--- src/rtl/pipeline_hazard_controller_pkg.sv ---
// Shared definitions for the pipeline hazard controller.
// Holds the FSM state encoding, the default MUL/DIV latency and the target alignment helper.
package pipeline_ctrl_pkg;

  typedef enum logic [1:0] {
    RUN      = 2'd0,
    MD_WAIT  = 2'd1,
    REDIRECT = 2'd2
  } hz_state_t;

  localparam int unsigned MULDIV_CYCLES_DEFAULT = 4;

  // Instruction fetch addresses are halfword aligned; bit 0 is always cleared.
  function automatic logic [31:0] align_pc(input logic [31:0] addr);
    return addr & 32'hFFFF_FFFE;
  endfunction

endpackage

--- src/rtl/pipeline_hazard_controller_perf_counters.sv ---
// Redirect and stall performance counters.
// Both counters wrap naturally and clear synchronously.
module hazard_perf_counters #(
  parameter int unsigned CNT_WIDTH = 32
) (
  input  logic                 clk,
  input  logic                 clr,
  input  logic                 redirect_inc,
  input  logic                 stall_inc,
  output logic [CNT_WIDTH-1:0] redirect_count,
  output logic [CNT_WIDTH-1:0] stall_count
);

  always_ff @(posedge clk) begin
    if (clr) begin
      redirect_count <= '0;
      stall_count    <= '0;
    end else begin
      if (redirect_inc) redirect_count <= redirect_count + CNT_WIDTH'(1);
      if (stall_inc)    stall_count    <= stall_count + CNT_WIDTH'(1);
    end
  end

endmodule

--- src/rtl/pipeline_hazard_controller.sv ---
// Stall/flush sequencer for the 5-stage pipeline: branch redirect, MUL/DIV hold,
// load-use interlock and instruction-memory back-pressure, plus performance counters.
module pipeline_hazard_controller
  import pipeline_ctrl_pkg::*;
#(
  parameter int unsigned MULDIV_CYCLES = MULDIV_CYCLES_DEFAULT,
  parameter int unsigned CNT_WIDTH     = 32
) (
  input  logic                 CLK,
  input  logic                 RESET,
  input  logic                 BRANCH_SELECT,
  input  logic [31:0]          TARGET_ADDRESS,
  input  logic                 ID_EX_MEM_READ,
  input  logic [4:0]           ID_EX_RD,
  input  logic [4:0]           IF_ID_RS1,
  input  logic [4:0]           IF_ID_RS2,
  input  logic                 MULDIV_START,
  input  logic                 IMEM_BUSY,
  output logic                 PC_WRITE_EN,
  output logic                 PC_SELECT,
  output logic [31:0]          PC_TARGET,
  output logic                 IF_ID_WRITE_EN,
  output logic                 IF_ID_FLUSH,
  output logic                 ID_EX_FLUSH,
  output logic                 EX_STALL,
  output logic [CNT_WIDTH-1:0] REDIRECT_COUNT,
  output logic [CNT_WIDTH-1:0] STALL_COUNT
);

  hz_state_t            state, state_next;
  logic [CNT_WIDTH-1:0] md_cnt, md_cnt_next;
  logic [31:0]          tgt_q, tgt_next;
  logic                 redirect_inc;
  logic                 load_use;

  assign load_use = ID_EX_MEM_READ && (ID_EX_RD != 5'd0) &&
                    ((ID_EX_RD == IF_ID_RS1) || (ID_EX_RD == IF_ID_RS2));

  always_ff @(posedge CLK) begin
    if (RESET) begin
      state  <= RUN;
      md_cnt <= '0;
      tgt_q  <= '0;
    end else begin
      state  <= state_next;
      md_cnt <= md_cnt_next;
      tgt_q  <= tgt_next;
    end
  end

  always_comb begin
    state_next     = state;
    md_cnt_next    = md_cnt;
    tgt_next       = tgt_q;
    redirect_inc   = 1'b0;
    PC_WRITE_EN    = 1'b1;
    PC_SELECT      = 1'b0;
    PC_TARGET      = align_pc(tgt_q);
    IF_ID_WRITE_EN = 1'b1;
    IF_ID_FLUSH    = 1'b0;
    ID_EX_FLUSH    = 1'b0;
    EX_STALL       = 1'b0;

    unique case (state)
      RUN: begin
        if (BRANCH_SELECT) begin
          IF_ID_FLUSH  = 1'b1;
          ID_EX_FLUSH  = 1'b1;
          redirect_inc = 1'b1;
          if (!IMEM_BUSY) begin
            PC_SELECT = 1'b1;
            PC_TARGET = align_pc(TARGET_ADDRESS);
          end else begin
            PC_WRITE_EN = 1'b0;
            tgt_next    = align_pc(TARGET_ADDRESS);
            state_next  = REDIRECT;
          end
        end else if (MULDIV_START) begin
          if (MULDIV_CYCLES > 1) begin
            PC_WRITE_EN    = 1'b0;
            IF_ID_WRITE_EN = 1'b0;
            EX_STALL       = 1'b1;
            md_cnt_next    = CNT_WIDTH'(MULDIV_CYCLES - 1);
            state_next     = MD_WAIT;
          end
        end else if (load_use) begin
          PC_WRITE_EN    = 1'b0;
          IF_ID_WRITE_EN = 1'b0;
          ID_EX_FLUSH    = 1'b1;
        end else if (IMEM_BUSY) begin
          PC_WRITE_EN = 1'b0;
          IF_ID_FLUSH = 1'b1;
        end
      end

      MD_WAIT: begin
        md_cnt_next = md_cnt - CNT_WIDTH'(1);
        if (md_cnt > CNT_WIDTH'(1)) begin
          PC_WRITE_EN    = 1'b0;
          IF_ID_WRITE_EN = 1'b0;
          EX_STALL       = 1'b1;
        end else begin
          state_next = RUN;
        end
      end

      REDIRECT: begin
        IF_ID_FLUSH = 1'b1;
        ID_EX_FLUSH = 1'b1;
        PC_SELECT   = 1'b1;
        PC_WRITE_EN = !IMEM_BUSY;
        if (!IMEM_BUSY) state_next = RUN;
      end

      default: state_next = RUN;
    endcase

    if (RESET) begin
      PC_WRITE_EN    = 1'b0;
      PC_SELECT      = 1'b0;
      PC_TARGET      = '0;
      IF_ID_WRITE_EN = 1'b0;
      IF_ID_FLUSH    = 1'b1;
      ID_EX_FLUSH    = 1'b1;
      EX_STALL       = 1'b0;
      redirect_inc   = 1'b0;
    end
  end

  hazard_perf_counters #(
    .CNT_WIDTH(CNT_WIDTH)
  ) u_perf (
    .clk           (CLK),
    .clr           (RESET),
    .redirect_inc  (redirect_inc),
    .stall_inc     (!RESET && !PC_WRITE_EN),
    .redirect_count(REDIRECT_COUNT),
    .stall_count   (STALL_COUNT)
  );

endmodule
--- config.mk ---
export PLATFORM = sky130hd
export DESIGN_NAME = pipeline_hazard_controller
export DESIGN_NICKNAME = d
export VERILOG_FILES = /design/src/rtl/pipeline_hazard_controller_pkg.sv /design/src/rtl/pipeline_hazard_controller_perf_counters.sv /design/src/rtl/pipeline_hazard_controller.sv
export SDC_FILE = /design/constraint.sdc
export NUM_CORES = 1
export LEC_CHECK = 0
export ABC_AREA = 1
export BUFFER_PORTS_ARGS = -buffer_cell sky130_fd_sc_hd__buf_2
export CORE_MARGIN = 3
export CORE_UTILIZATION = 43
export CTS_CLUSTER_SIZE = 14
export DETAILED_ROUTE_END_ITERATION = 16
export GPL_ROUTABILITY_DRIVEN = 0
export PLACE_DENSITY = 0.65
export SYNTH_ARGS = -nofsm -noshare
export SYNTH_HDL_FRONTEND = slang
export SYNTH_HIERARCHICAL = 1
export SYNTH_SLANG_ARGS = --single-unit
--- constraint.sdc ---
create_clock -name CLK -period 6.7 [get_ports CLK]
set_input_delay 1.34 -clock CLK [delete_from_list [all_inputs] [get_ports CLK]]
set_output_delay 1.34 -clock CLK [all_outputs]
set_load 0.01 [all_outputs]
==> results.yml, run 1 <==
global_route:
  grt_max_degree: 48
  grt_use_met2: 0.320
  grt-busiest-layer: "met2"
  grt_overflow: 0
  antenna_found_initial: 0
  use_met1: 0.289
  grt_pass1_vias: 6462
  grtUsageTotal: 0.206
  grt_first_pass_wirelength_um: 31200
  use_met3: 0.0520
worst_setup_path:
  critPathCapture: "PC_TARGET[3]"
  critPathTopFamily: "buffers and inverters"
  r2r_end: "u_perf/stall_count[10]$_SDFFE_PP0P_"
  path_depth: 6
  cp.arrival_ns: 3.14
  critPathMaxFanout: 38
  worstPathRequired_ns: 5.36
  cp_common_cell: "buf_2"
  endpoint_kind: "output pin"
  startpoint_type: "primary input"
  crit_buf_inv: 4
  crit_chain: "buf_2, inv_1, buf_4, o21ai_0, nor2_1, buf_2"
  startpoint: "RESET"
  rrSetupSlack_ns: 3.61
  crit_slowest_cell: "buf_2"
  crit_type: "primary input to output pin"
  ff2ff_path_depth: 14
  reg2reg_from: "state[0]$_SDFFE_PP0P_"
  slowest_delay_ns: 0.54
floorplanning:
  die_h_um: 136
  core-area_um2: 16200
  ios: 155
  num_rows: 46
  floorplan.initialDensity: 0.448
  die_w_um: 136
  die_area_um2: 18400
yosys:
  yosysUniqueCellTypes: 40
  synth_flop_cell: "dfxtp_1"
  yosys_warnings: 6
  async_flop_share: 0
  syn_area_um2: 7240
  synthCells: 1163
  synth_edf_count: 0
  syn_area_per_cell_um2: 6.23
  ys_seq_elements: 129
  synth_nets: 1220
  yosysSeqAreaShare: 0.357
clocking:
  clock_sinks: 129
  cts_root_buf: "clkbuf_16"
  cts_buffer_depth: 2
  cts_max_level: 4
  cts.repair.resized: 0
  cts_buffers: 17
  clk_pin_slew_ns: 0.05
  cts_tree: "built"
  hold_buffers: 0
  insertion_delay_ns: 0.41
  cts_setup_buffers: 0
route:
  ant_nets: 0
  post_drt_wl_per_cell_um: 12.4
  drt_iter0_markers: 405
  wl_um: 19000
  drt_first_pass_iters: 5
  vias_per_cell: 4.87
  drc: 0
  vias: 7469
finish:
  antenna_cells: 0
  final_cell_area_um2: 8750
  drive_gt1_frac: 0.187
  finish.utilization: 0.541
  nFillCells: 1667
  synthToLayoutAreaGrowth_pct: 20.8
  nets: 1361
min_path:
  hold_path.class: "register to register"
placed_design:
  dp_hpwl_um: 13800
  dpl-instance-area_um2: 8130
  portBuffers: 152
power:
  p_leak_nw: 4.11
  power_density_nw_per_um2: 255
  peakVddDrop_mv: 0.194
timing:
  setup_viol: 0
  worst_pin_slew_ns: 1.03
  maxSlewViolCount: 0
  fmax_mhz: 223
  fin_worst_skew_ns: 0.0107
  grt_setup_unrepaired: "no"
  fin_tns_setup_ns: 0
  fin_crit_sh: 0.668
  final_hold_viol_count: 0
  holdWs_ns: 0.473
  relSlewSlack: 0.310
  min_period_ns: 4.48
run:
  drv_cap: 0
run_status:
  outcome: "finished clean"
sequential cells by signal (all words and copies together), names as in the netlist:
name / count
state: 2
tgt_q: 31
u_perf/stall_count: 32
u_perf/redirect_count: 32
md_cnt: 32
worst register-to-register path, cell delays in order (launching register included):
cell,delay [ns]
dfxtp_1,0.44
nor2_2,0.09
nand2_1,0.09
nor2_1,0.06
inv_1,0.74
nand2_1,0.12
a21oi_1,0.20
nand2_1,0.10
nor2_1,0.09
buf_4,0.22
inv_2,0.12
nor3_1,0.33
nand2_1,0.15
xor2_1,0.16
nor2_1,0.05
where the power goes:
group	leakage, nW	internal (W)	switching, W
clock	0.296	0.000622	0.000349
combinational	2.77	0.000140	0.000275
sequential	1.05	0.000811	0.0000343
total	4.11	0.00157	0.000658
worst min path at each step:
| stage | start | to | cells after the start |
|---|---|---|---|
| after floorplan | md_cnt[13]$_SDFFE_PP0P_ | md_cnt[13]$_SDFFE_PP0P_ | 1 |
| after global placement | tgt_q[18]$_SDFFE_PP0P_ | tgt_q[18]$_SDFFE_PP0P_ | 2 |
| after detailed placement | tgt_q[18]$_SDFFE_PP0P_ | tgt_q[18]$_SDFFE_PP0P_ | 2 |
| after CTS | md_cnt[7]$_SDFFE_PP0P_ | md_cnt[7]$_SDFFE_PP0P_ | 1 |
| after global routing | tgt_q[26]$_SDFFE_PP0P_ | tgt_q[26]$_SDFFE_PP0P_ | 2 |
| final | md_cnt[7]$_SDFFE_PP0P_ | md_cnt[7]$_SDFFE_PP0P_ | 1 |
stage by stage:
stage | power [W] | cells | setup WS [ns]
global placement | 0.00127 | 1501 | 2.21
CTS | 0.00226 | 1533 | 2.21
global route | 0.00235 | 1533 | 2.04
floorplan | 0.00117 | 1163 | 3.09
detailed placement | 0.00128 | 1501 | 2.23
finish | 0.00223 | 1533 | 2.22
cell families after synthesis:
group	share of synthesized area
AND/OR/NAND/NOR	0.417
AO/OA/AOI/OAI	0.122
buffers and inverters	0.0893
flip-flops	0.357
XOR/XNOR	0.00726
adder cells (fa/ha/maj)	0.00691
other	0.000518
synthesized netlist by cell type (9+ instances only):
| cell type | number | share of area |
|---|---|---|
| dfxtp_1 | 129 | 0.36 |
| nor2_2 | 21 | 0.018 |
| nor2_1 | 317 | 0.16 |
| nor2_4 | 11 | 0.017 |
| buf_2 | 15 | 0.010 |
| a21oi_1 | 59 | 0.041 |
| nand4_1 | 28 | 0.024 |
| nand2_1 | 228 | 0.12 |
| clkbuf_1 | 14 | 0.0073 |
| nand3_1 | 49 | 0.034 |
| inv_1 | 119 | 0.062 |
| o21ai_0 | 98 | 0.068 |
| nand2_2 | 9 | 0.0078 |
final cells by class:
class | count | area (µm²) | share of cell area
Multi-Input combinational cell | 874 | 4010 | 0.459
Sequential cell | 129 | 2580 | 0.295
Timing Repair Buffer | 157 | 798 | 0.0912
Inverter | 125 | 469 | 0.0536
Clock buffer | 18 | 429 | 0.0490
Tap cell | 216 | 270 | 0.0309
Clock inverter | 14 | 189 | 0.0216
routing by layer:
layer	share of wire	routed length, µm
met5	0	0
met1	0.49	9300
met2	0.45	8630
met3	0.054	1040
met4	0.0040	76
placed cells by master (no fill, tap or decap), types with 2 or more instances in the layout:
cell type,n
bufinv_16,4
nor2_4,11
o21ai_1,5
and2_1,2
inv_2,6
nor3_1,7
nand3_2,4
nor2_1,317
dfxtp_1,129
o21ai_0,98
o211ai_1,2
a21oi_1,59
buf_2,152
nand3b_1,4
nand4_1,28
a31oi_1,2
clkinv_2,4
nand3_1,49
clkinvlp_4,3
nor4_1,2
clkinv_4,2
nand2_1,228
buf_4,5
xnor2_1,4
nor2_8,2
clkbuf_16,17
xor2_1,2
nand2_2,9
nor2_2,21
ha_1,4
o21a_1,4
inv_1,119
Power figures use the tool's default switching activity.
==> run 2: changes to the inputs <==
clock period = 4.65 ns   (was 6.7 ns; I/O delays follow)
==> results.yml, run 2 (synthesis results as in run 1) <==
power:
  power_frac_seq: 0.385
  p_switching_w: 0.000981
  p_clk_frac: 0.425
  switching_share: 0.310
  combPwrFrac: 0.190
  power_density_nw_per_um2: 361
  peakVddDrop_mv: 0.337
  p_int_w: 0.00218
  p_leak_nw: 4.10
worst_setup_path:
  reg2reg_from: "md_cnt[0]$_SDFFE_PP0P_"
  rrSetupSlack_ns: 1.81
  endpoint_kind: "output pin"
  startpoint_type: "primary input"
  r2r_end: "u_perf/stall_count[29]$_SDFFE_PP0P_"
  startpoint: "BRANCH_SELECT"
  crit_type: "primary input to output pin"
  crit_chain: "buf_2, nand2_1, nor2_1, buf_4, inv_1, buf_4, nor2_1, nor2_1, buf_2"
  slowest_delay_ns: 0.32
  critPathMaxFanout: 33
  crit_slowest_cell: "buf_4"
  cp.arrival_ns: 2.25
  worstPathRequired_ns: 3.72
  ff2ff_path_depth: 17
  cp_common_cell: "nor2_1"
route:
  wl_um: 19200
  drc: 0
  ant_nets: 0
  vias_per_cell: 4.90
  post_drt_wl_per_cell_um: 12.5
  drt_iter0_markers: 596
  vias: 7515
  drt_first_pass_iters: 5
min_path:
  hold_end: "md_cnt[12]$_SDFFE_PP0P_"
  hp-start: "md_cnt[12]$_SDFFE_PP0P_"
  hold_depth: 1
  hold_path.class: "register to register"
finish:
  synthToLayoutAreaGrowth_pct: 20.8
  final_cell_mix: "317 x nor2_1, 228 x nand2_1, 152 x buf_2"
  reg_top3: "md_cnt: 32 flops, u_perf/redirect_count: 32 flops, u_perf/stall_count: 32 flops"
  nets: 1363
  drive_gt1_frac: 0.189
  finish.utilization: 0.541
  antenna_cells: 0
  final_cell_area_um2: 8750
  layout_commonest_cell: "nor2_1"
floorplanning:
  ios: 155
  num_rows: 46
  die_area_um2: 18400
  core-area_um2: 16200
  floorplan.initialDensity: 0.448
  die_w_um: 136
  die_h_um: 136
timing:
  grt_setup_unrepaired: "no"
  fin_crit_sh: 0.684
  maxSlewViolCount: 0
  worst_pin_slew_ns: 1.02
  fin_tns_setup_ns: 0
  fin_worst_skew_ns: 0.0129
  setup_viol: 0
  relSlewSlack: 0.320
  final_hold_viol_count: 0
  fmax_mhz: 314
  min_period_ns: 3.18
clocking:
  cts_tree: "built"
  cts_buffers: 17
  clk_pin_slew_ns: 0.06
  clock_sinks: 129
  cts_buffer_depth: 2
  insertion_delay_ns: 0.42
  cts_root_buf: "clkbuf_16"
  cts_setup_buffers: 0
  cts.repair.resized: 0
  cts_max_level: 4
  hold_buffers: 0
global_route:
  grt_first_pass_wirelength_um: 31700
  grt_pass1_vias: 6453
  grt_max_degree: 48
  grt_overflow: 0
  antenna_found_initial: 0
  grtUsageTotal: 0.208
placed_design:
  dp_hpwl_um: 13800
  dpl-instance-area_um2: 8150
  portBuffers: 152
run_status:
  outcome: "finished clean"
run:
  drv_cap: 0
-- run 2: cell types whose count changed in the layout (fill, tap and decap cells not counted) --
cell        before  now
buf_4            5    7
bufinv_16        4    2
clkbuf_1         1    0
clkbuf_8         0    1
clkinv_2         4    0
clkinv_4         2    6
clkinvlp_4       3    5
-- run 2: worst max-delay path by stage --
stage	endpoint	slack, ns	cells after the start
2_1_floorplan	PC_TARGET[23]	1.86	6
3_3_place_gp	u_perf/stall_count[29]$_SDFFE_PP0P_	1.38	17
3_5_place_dp	u_perf/stall_count[29]$_SDFFE_PP0P_	1.34	17
4_1_cts	PC_TARGET[1]	1.46	9
5_1_grt	PC_TARGET[13]	1.32	9
6_report	PC_TARGET[1]	1.47	9
-- run 2: final cells by class --
type                       count  area [µm²]
sequential                   129        2580
fill                        1653        7430
tap                          216         270
clock buffer                  18         439
multi-input combinational    874        4010
clock inverter                14         159
inverter                     125         469
timing repair buffer         159         813
-- run 2: worst max-delay path, delay by kind of cell --
| family | cells | cell delay, ns |
|---|---|---|
| AND/OR/NAND/NOR | 4 | 0.36 |
| buffers and inverters | 5 | 0.93 |
-- run 2: power by group through the flow --
| stage | Sequential, W | Clock [W] | Combinational, W |
|---|---|---|---|
| after floorplan | 0.00123 | 0 | 0.000449 |
| after global placement | 0.00124 | 0 | 0.000590 |
| after detailed placement | 0.00124 | 0 | 0.000599 |
| after CTS | 0.00122 | 0.00137 | 0.000604 |
| after global routing | 0.00123 | 0.00142 | 0.000689 |
| final | 0.00122 | 0.00134 | 0.000600 |
-- run 2: per-layer routing --
metal | vias up | track usage | share of wire
li1 | 3976 | - | -
met1 | 3342 | 0.299 | 0.49
met2 | 181 | 0.313 | 0.45
met3 | 16 | 0.0490 | 0.055
met4 | 0 | 0.0582 | 0.011
met5 | - | 0 | 0
-- run 2: through the flow --
stage          hold slack (ns)  instances  total power (W)  setup WS [ns]
2_1_floorplan            0.443       1163          0.00168           1.86
3_3_place_gp             0.455       1503          0.00183           1.38
3_5_place_dp             0.466       1503          0.00184           1.34
4_1_cts                  0.479       1535          0.00319           1.46
5_1_grt                  0.500       1535          0.00333           1.32
6_report                 0.478       1535          0.00316           1.47
==> run 3: changes to the inputs <==
PLACE_DENSITY = 0.68   (was 0.65)
clock period = 2.8 ns   (was 4.65 ns; I/O delays follow)
==> results.yml, run 3 (synthesis results as in run 1) <==
run_status:
  outcome: "finished clean"
min_path:
  hold_end: "tgt_q[18]$_SDFFE_PP0P_"
  hold_path.class: "primary input to register"
  hp-start: "TARGET_ADDRESS[18]"
  hold_depth: 3
placed_design:
  place_inst: 1510
  dpl-instance-area_um2: 8240
  portBuffers: 152
  dp_hpwl_um: 14100
worst_setup_path:
  reg2reg_from: "md_cnt[0]$_SDFFE_PP0P_"
  crit_buf_inv: 1
  startpoint_type: "register"
  cp.arrival_ns: 1.95
  critPathTopFamily: "simple AND/OR/NAND/NOR gates"
  crit_chain: "nor2_2, nand2_1, nor2_1, nand2_1, nor2_1, a21oi_1, a21oi_1, buf_2"
  crit_type: "register to output pin"
  worstPathRequired_ns: 2.24
  slowest_delay_ns: 0.35
  r2r_end: "u_perf/stall_count[18]$_SDFFE_PP0P_"
  crit_slowest_cell: "dfxtp_1"
  ff2ff_path_depth: 16
  rrSetupSlack_ns: 0.32
  critPathMaxFanout: 7
  endpoint_kind: "output pin"
clocking:
  hold_buffers: 0
  cts_setup_buffers: 0
  cts_max_level: 4
  clock_sinks: 129
  cts_buffers: 17
  cts_tree: "built"
  cts_root_buf: "clkbuf_16"
  insertion_delay_ns: 0.42
  cts_buffer_depth: 2
  clk_pin_slew_ns: 0.06
route:
  vias_per_cell: 4.91
  drt_first_pass_iters: 5
  drc: 0
  ant_nets: 0
  vias: 7565
  drt_iter0_markers: 496
  wl_um: 19300
  post_drt_wl_per_cell_um: 12.5
timing:
  fin_tns_setup_ns: 0
  final_hold_viol_count: 0
  min_period_ns: 2.51
  maxSlewViolCount: 0
  fmax_mhz: 399
  fin_crit_sh: 0.896
  grt_setup_unrepaired: "no"
  setup_viol: 0
  fin_worst_skew_ns: 0.0105
global_route:
  antenna_found_initial: 0
  grt_max_degree: 41
  grt_overflow: 0
  grt-busiest-layer: "met2"
  grt_pass1_vias: 6824
  use_met3: 0.0542
  grtUsageTotal: 0.211
  grt_first_pass_wirelength_um: 32300
  use_met1: 0.292
  grt_use_met2: 0.332
floorplanning:
  core-area_um2: 16200
  floorplan.initialDensity: 0.448
  ios: 155
  die_w_um: 136
  num_rows: 46
  die_area_um2: 18400
  die_h_um: 136
finish:
  synthToLayoutAreaGrowth_pct: 22.8
  final_cell_mix: "316 x nor2_1, 228 x nand2_1, 152 x buf_2"
  layout_commonest_cell: "nor2_1"
  antenna_cells: 0
  final_cell_area_um2: 8890
  final_cells: 1542
  finish.utilization: 0.550
  drive_gt1_frac: 0.195
  reg_top3: "md_cnt: 32 flops, u_perf/redirect_count: 32 flops, u_perf/stall_count: 32 flops"
  nets: 1370
power:
  peakVddDrop_mv: 0.481
  power_density_nw_per_um2: 615
  p_leak_nw: 4.18
run:
  drv_cap: 0
==> run 3: routing by layer <==
layer,routed length [µm],part of all wire,vias up
li1,-,-,3988
met1,9480,0.49,3371
met2,8570,0.44,188
met3,1090,0.057,18
met4,200,0.010,0
met5,0,0,-
==> run 3: worst register-to-register path: cells and delay by family (launching register included) <==
family	cells	cell delay (ns)
compound gates	3	0.51
fa+ha+maj	1	0.22
buf+inv	3	0.32
flops	1	0.37
simple gates	9	1.01
==> run 3: where the power goes <==
group | switching (W) | total, W | leakage [nW] | internal (W)
clock | 0.000856 | 0.00243 | 0.306 | 0.00157
combinational | 0.000666 | 0.00102 | 2.82 | 0.000354
sequential | 0.0000833 | 0.00202 | 1.05 | 0.00194
==> run 3: layout make-up <==
cell class / instances / area [µm²]
multi-input cells: 874 / 4020
inverters: 125 / 469
clock buffers: 21 / 470
flip-flops and latches: 129 / 2580
clock inverters: 11 / 178
well taps: 216 / 270
fillers: 1617 / 7280
repair buffers: 166 / 903
==> run 3: how the worst max path moves through the flow <==
stage,from,to,slack (ns),cells past startpoint
floorplan,md_cnt[0]$_SDFFE_PP0P_,u_perf/stall_count[17]$_SDFFE_PP0P_,0.64,15
global placement,ID_EX_RD[4],u_perf/stall_count[27]$_SDFFE_PP0P_,0.28,19
detailed placement,ID_EX_RD[0],u_perf/stall_count[27]$_SDFFE_PP0P_,0.26,19
CTS,md_cnt[0]$_SDFFE_PP0P_,u_perf/stall_count[27]$_SDFFE_PP0P_,0.27,17
global route,md_cnt[0]$_SDFFE_PP0P_,u_perf/stall_count[18]$_SDFFE_PP0P_,0.04,16
finish,md_cnt[20]$_SDFFE_PP0P_,PC_WRITE_EN,0.29,8
==> run 3: timing repair <==
item / 4_1_cts / 5_1_grt
gates resized for setup: 0 / 3
endpoints found under the hold margin: 0 / 0
setup endpoints to repair: 0 / 5
==> run 3: stage by stage <==
stage                     worst slack [ns]  hold WS [ns]  power, W
final                                0.292         0.410   0.00547
after global routing                0.0421         0.406   0.00575
after CTS                            0.266         0.396   0.00551
after detailed placement             0.262         0.462   0.00307
after global placement               0.276         0.455   0.00305
after floorplan                      0.636         0.443   0.00279
